### src/rtl/mod2011_stream_reducer.sv
// -----------------------------------------------------------------------------
// mod2011_stream_reducer
//
// Streaming residue engine: reduces a wide operand, delivered as 6-bit chunks
// most-significant chunk first, modulo MOD using one Horner step per accepted
// chunk:  acc = (acc * 2^CHUNK_W + chunk) mod MOD.
// The Horner step is built from CHUNK_W shift/conditional-subtract stages, so
// no multiplier or divider is needed.
//
// Ports:
//   clk        rising-edge clock
//   rst_n      asynchronous active-low reset
//   s_valid    input chunk valid
//   s_ready    reducer can accept a chunk (registered)
//   s_data     chunk value, MSB-first order
//   s_last     final (least-significant) chunk of the operand
//   m_valid    result valid (registered)
//   m_ready    result consumer ready
//   m_residue  operand mod MOD, always < MOD
//   m_count    chunks accepted for this operand, saturating at N_CHUNKS
//   m_len_err  operand carried more than N_CHUNKS chunks
//
// Result fields are loaded on the s_last beat and held until the result
// handshake completes. While a result is pending s_ready is low, so input is
// back-pressured and no chunk is absorbed.
// -----------------------------------------------------------------------------
module mod2011_stream_reducer #(
  parameter int MOD      = 2011,
  parameter int CHUNK_W  = 6,
  parameter int RES_W    = 11,
  parameter int N_CHUNKS = 84,
  parameter int CNT_W    = 7
) (
  input  logic               clk,
  input  logic               rst_n,
  input  logic               s_valid,
  output logic               s_ready,
  input  logic [CHUNK_W-1:0] s_data,
  input  logic               s_last,
  output logic               m_valid,
  input  logic               m_ready,
  output logic [RES_W-1:0]   m_residue,
  output logic [CNT_W-1:0]   m_count,
  output logic               m_len_err
);

  // Modulus widened by one bit so it compares directly against 2*r + bit.
  localparam logic [RES_W:0]   MOD_X   = (RES_W+1)'(MOD);
  localparam logic [CNT_W-1:0] CNT_MAX = CNT_W'(N_CHUNKS);
  localparam logic [CNT_W-1:0] CNT_ONE = CNT_W'(1);

  typedef enum logic [1:0] {
    IDLE  = 2'd0,
    ACCUM = 2'd1,
    DONE  = 2'd2
  } state_t;

  state_t             state;
  logic [RES_W-1:0]   acc;
  logic [CNT_W-1:0]   count;
  logic               len_err;

  logic               beat;
  logic [RES_W-1:0]   acc_step;
  logic [RES_W-1:0]   first_val;
  logic [CNT_W-1:0]   count_next;
  logic               len_err_next;

  // One Horner step: fold the chunk bits into the residue MSB first. Each
  // stage input is < MOD, so 2*r + bit < 2*MOD and a single conditional
  // subtract restores the invariant. RES_W+1 bits hold the intermediate.
  function automatic logic [RES_W-1:0] step(input logic [RES_W-1:0]   a,
                                            input logic [CHUNK_W-1:0] d);
    logic [RES_W:0]   t;
    logic [RES_W-1:0] r;
    r = a;
    for (int i = CHUNK_W - 1; i >= 0; i--) begin
      t = {r, d[i]};
      if (t >= MOD_X) begin
        t = t - MOD_X;
      end else begin
        t = t;
      end
      r = t[RES_W-1:0];
    end
    return r;
  endfunction

  // Datapath next-value logic shared by the state machine.
  always_comb begin
    beat         = s_valid && s_ready;
    acc_step     = step(acc, s_data);
    // A lone chunk is already below MOD (2^CHUNK_W <= MOD), so no reduction.
    first_val    = {{(RES_W-CHUNK_W){1'b0}}, s_data};
    count_next   = count;
    len_err_next = len_err;
    if (count == CNT_MAX) begin
      // Beat beyond the legal length: flag it, keep the count saturated.
      count_next   = count;
      len_err_next = 1'b1;
    end else begin
      count_next   = count + CNT_ONE;
      len_err_next = len_err;
    end
  end

  // Control FSM with registered handshake and result outputs.
  always_ff @(posedge clk or negedge rst_n) begin
    if (!rst_n) begin
      state     <= IDLE;
      acc       <= '0;
      count     <= '0;
      len_err   <= 1'b0;
      s_ready   <= 1'b0;
      m_valid   <= 1'b0;
      m_residue <= '0;
      m_count   <= '0;
      m_len_err <= 1'b0;
    end else begin
      case (state)
        IDLE: begin
          s_ready <= 1'b1;
          m_valid <= 1'b0;
          if (beat) begin
            acc     <= first_val;
            count   <= CNT_ONE;
            len_err <= 1'b0;
            if (s_last) begin
              state     <= DONE;
              s_ready   <= 1'b0;
              m_valid   <= 1'b1;
              m_residue <= first_val;
              m_count   <= CNT_ONE;
              m_len_err <= 1'b0;
            end else begin
              state <= ACCUM;
            end
          end else begin
            state <= IDLE;
          end
        end

        ACCUM: begin
          s_ready <= 1'b1;
          m_valid <= 1'b0;
          if (beat) begin
            acc     <= acc_step;
            count   <= count_next;
            len_err <= len_err_next;
            if (s_last) begin
              state     <= DONE;
              s_ready   <= 1'b0;
              m_valid   <= 1'b1;
              m_residue <= acc_step;
              m_count   <= count_next;
              m_len_err <= len_err_next;
            end else begin
              state <= ACCUM;
            end
          end else begin
            state <= ACCUM;
          end
        end

        DONE: begin
          // Result fields stay frozen until the consumer takes them.
          if (m_ready) begin
            state   <= IDLE;
            m_valid <= 1'b0;
            s_ready <= 1'b1;
          end else begin
            state   <= DONE;
            m_valid <= 1'b1;
            s_ready <= 1'b0;
          end
        end

        default: begin
          state   <= IDLE;
          s_ready <= 1'b0;
          m_valid <= 1'b0;
        end
      endcase
    end
  end

endmodule

### config.mk
export PLATFORM = sky130hd
export DESIGN_NAME = mod2011_stream_reducer
export DESIGN_NICKNAME = d
export VERILOG_FILES = /design/src/rtl/mod2011_stream_reducer.sv
export SDC_FILE = /design/constraint.sdc
export NUM_CORES = 1
export LEC_CHECK = 0
export CORE_UTILIZATION = 60
export DETAILED_ROUTE_END_ITERATION = 10
export PLACE_DENSITY = 0.81
export SLEW_MARGIN = 25
export SYNTH_ARGS = -nofsm -noshare
export SYNTH_HDL_FRONTEND = slang
export SYNTH_SLANG_ARGS = --single-unit
export TNS_END_PERCENT = 5
### constraint.sdc
create_clock -name clk -period 9.88 [get_ports clk]
set_clock_uncertainty 0.15 [all_clocks]
set_input_delay 1.976 -clock clk [delete_from_list [all_inputs] [get_ports clk]]
set_output_delay 1.976 -clock clk [all_outputs]
set_load 0.005 [all_outputs]
==> results by group <==
Finish
  • Area delta synth->final: 13.7%
  • Layout cells sized above 1: 15.8%
  • Antenna Diode Count: 0
  • Fin cells: 727
  • Fin nets: 643
  • Filler Cells Inserted: 615

Worst setup path
  • Reg2reg start: acc[0]$_DFFE_PN0P_
  • Length in cells of the worst reg-to-reg path: 32
  • Crit path DAT: ~9.6 ns
  • Crit-path max FO: 19
  • WS Path Type: in2reg
  • R2R Path End: acc[3]$_DFFE_PN0P_
  • Delay of the slowest cell on the worst path: 0.54 ns
  • CP endpoint kind: flop
  • Critical path's most frequent cell: ha_1
  • Buf+Inv Stages, Crit Path: 2
  • Reg2reg setup slack: 2.03 ns
  • Cell family with most CP delay: compound AO/OA/AOI/OAI gates
  • Worst setup SP type: input pin
  • Critical Path RT: approximately 10 ns
  • Slowest CP cell: clkdlybuf4s50_1

STA
  • Final Worst Setup Slack: approximately 0.42 ns
  • Worst-margin pin slew: 1.01 ns
  • Final Hold Fails: 0
  • Fmax achieved: ~0.11 GHz
  • Final setup vio count: 0
  • Slew Viols, Final: 0
  • Period utilization: 95.7%
  • Tmin final: around 9.5 ns
  • Slew HR: between 30% and 40%

Yosys
  • Main synth FF type: dfrtp_1
  • FFs w/ async S/R, synth: 100%
  • Synthesized Nets: 611
  • Largest family of logic cells by synthesized area: compound AO/OA/AOI/OAI gates
  • Post-synthesis compound-gate area fraction: about two fifths
  • Synth Area in Adders: 2.06%
  • Post-synthesis mux area share: about 3.7%
  • Flops & latches, synth: 42
  • Xor/xnor share of the synthesized area: 4.88%
  • Simple-gate share of the synthesized area: 23.5%
  • Sequential cell area fraction in the yosys report: between 20% and 30%
  • Post-Syn Instances: 592
  • Library cells used by synthesis: 99
  • Synth Warn #: 0
  • Cell Area, Synth: 4850 µm²
  • Syn Area/Cell: 8.19 µm²
  • Count of flip-flops with a built-in enable after synthesis: 0

Clock network
  • CTS tree: yes
  • CTS H-Tree Depth: 2
  • Deepest clock path buffer count: 2
  • Root Driver: clkbuf_8
  • Cts bufs inserted: 5
  • Hold buffers post-CTS: 0
  • Clk sink count: 42
  • Skew-Pair Late Insertion Delay: 0.31 ns
  • Reg clk slew, reported paths: 0.09 ns

Routing
  • TritonRoute pass-1 iters: 6
  • Antenna Nets Post-Route: 0
  • Via-to-Cell Ratio: 7.12
  • 1st-iter DRT viols: 316
  • Final wirelength: approximately 14 mm
  • Routed length per instance: 19.0 µm
  • Vias: about 5,200
  • Remaining DRCs: 0

Die
  • Total I/O pin count: 32
  • Die H: ~90 µm
  • Die width: between 90 and 100 µm
  • Core area: 7770 µm²
  • Std cell rows: 32
  • DIE AREA: 8450 µm²
  • Starting density of the core: 62.4%

Global route
  • Global-route wire length before repair: 22.5 mm
  • Total Routing Usage GR: between 30% and 40%
  • Vias in the first global route: 4,651
  • Total congestion overflow: 0
  • Initial antenna violation count: 0
  • Largest net degree at the start of global routing: 43

Placed design
  • Port-buffer cells: 31
  • Pre-CTS WS: -0.130 ns
  • HPWL after DPL: ~10 mm
  • Cell Count Post-Placement: 717
  • Routability Congestion: 0.977

Worst hold path
  • Hold path cells: 2
  • Hold path startpoint: m_count[2]$_DFFE_PN0P_
  • Worst Hold Endpoint: m_count[2]$_DFFE_PN0P_
  • Worst Hold Class: reg2reg

Flow run
  • Max-cap violations: 0

Outcome
  • Status: finished, final reports clean
[synthesized netlist by cell type (9+ instances only)]
cell type	n	area, µm²
nor2_1	40	150
o31ai_1	12	90.1
nand3_1	26	130
nand2_1	61	229
xnor2_1	16	140
nor3_1	16	80.1
a211oi_1	12	90.1
o21ai_0	41	205
inv_1	9	33.8
dfrtp_1	42	1050
xor2_1	11	96.3
a21oi_1	37	185
and3_1	11	68.8
a31oi_1	13	81.3
or4_1	9	67.6
buf_2	10	50.1
clkbuf_1	11	41.3
o211ai_1	13	97.6
[per-layer routing]
layer | vias up | routed length [µm] | GRT usage (%)
li1 | 2403 | - | -
met1 | 2495 | 6060 | 45.1
met2 | 244 | 6370 | 51.7
met3 | 37 | 1050 | 4.98
met4 | 0 | 332 | 11.2
met5 | - | 0 | 0
[tightest hold or removal path, cell delays in order (launching register included)]
cell and delay, ns:
dfrtp_1 0.36, nand2_1 0.05, o21ai_0 0.06
[logic make-up (layout without fill, tap and decap cells)]
kind of cell               count (synthesis)  in the layout
buffers and inverters                     37             70
and+or+nand+nor                          220            220
DFF                                       42             42
adders and majority gates                  8              8
AOI/OAI and AO/OA                        242            242
muxes                                     16             16
xor gates and xnor gates                  27             27
[timing repair]
action,in CTS,in global routing
endpoints found under the setup margin,0,22
setup buffers,0,2
resized for setup,0,16
[flip-flops by register name, indices dropped and copies added, names as in the netlist]
signal	count
acc	11
count	7
len_err	1
m_count	7
m_len_err	1
m_residue	11
m_valid	1
s_ready	1
state	2
[worst max path at each step]
stage	from	end	slack, ns	depth (start not counted)
after CTS	s_data[5]	acc[5]$_DFFE_PN0P_	0.09	33
final	s_data[5]	acc[3]$_DFFE_PN0P_	0.42	31
after detailed placement	s_data[5]	acc[3]$_DFFE_PN0P_	-0.13	33
after global routing	s_data[5]	acc[5]$_DFFE_PN0P_	-0.01	33
after global placement	s_data[5]	acc[5]$_DFFE_PN0P_	0.17	33
after floorplan	s_data[5]	m_residue[1]$_DFFE_PN0P_	0.79	35
[layout make-up]
type / count / area (µm²) / share of cell area [%]
Clock inverter: 3 / 43.8 / 0.794
Sequential cell: 42 / 1050 / 19.1
Tap cell: 102 / 128 / 2.31
Multi-Input combinational cell: 513 / 3720 / 67.5
Clock buffer: 5 / 68.8 / 1.25
Inverter: 10 / 37.5 / 0.681
Timing Repair Buffer: 52 / 465 / 8.44
[through the flow]
step	utilization (%)	hold WS (ns)	instance area (µm²)	TNS (ns)
6_report	71.0	0.338	5510	0
5_1_grt	71.0	0.368	5510	-0.0130
4_1_cts	69.6	0.345	5410	0
3_5_place_dp	68.2	0.324	5300	-1.17
3_3_place_gp	68.1	0.312	5290	0
2_1_floorplan	-	0.317	4850	0
[cells in the final DEF, fill, tap and decap left out, types with 6 or more instances in the layout]
cell	n
inv_1	9
clkdlybuf4s50_1	30
o2111ai_1	7
a211oi_1	12
a21oi_1	36
and3_1	11
nand3_1	26
dfrtp_1	42
o211ai_1	13
nor2b_1	6
and2_1	6
xnor2_1	14
ha_1	6
o21ai_0	40
nand2_1	61
nand2b_1	6
buf_4	22
or4_1	9
xor2_1	10
a211o_1	8
nand4_1	6
mux2i_1	6
o31ai_1	12
mux2_2	6
o21a_1	8
o211ai_2	6
nor2_1	40
a31oi_1	12
a21o_1	6
nor3_1	16
Power is left out: the tool's default activity adds up to more than one toggle a clock period on the data nets, which glitch-free logic cannot reach.
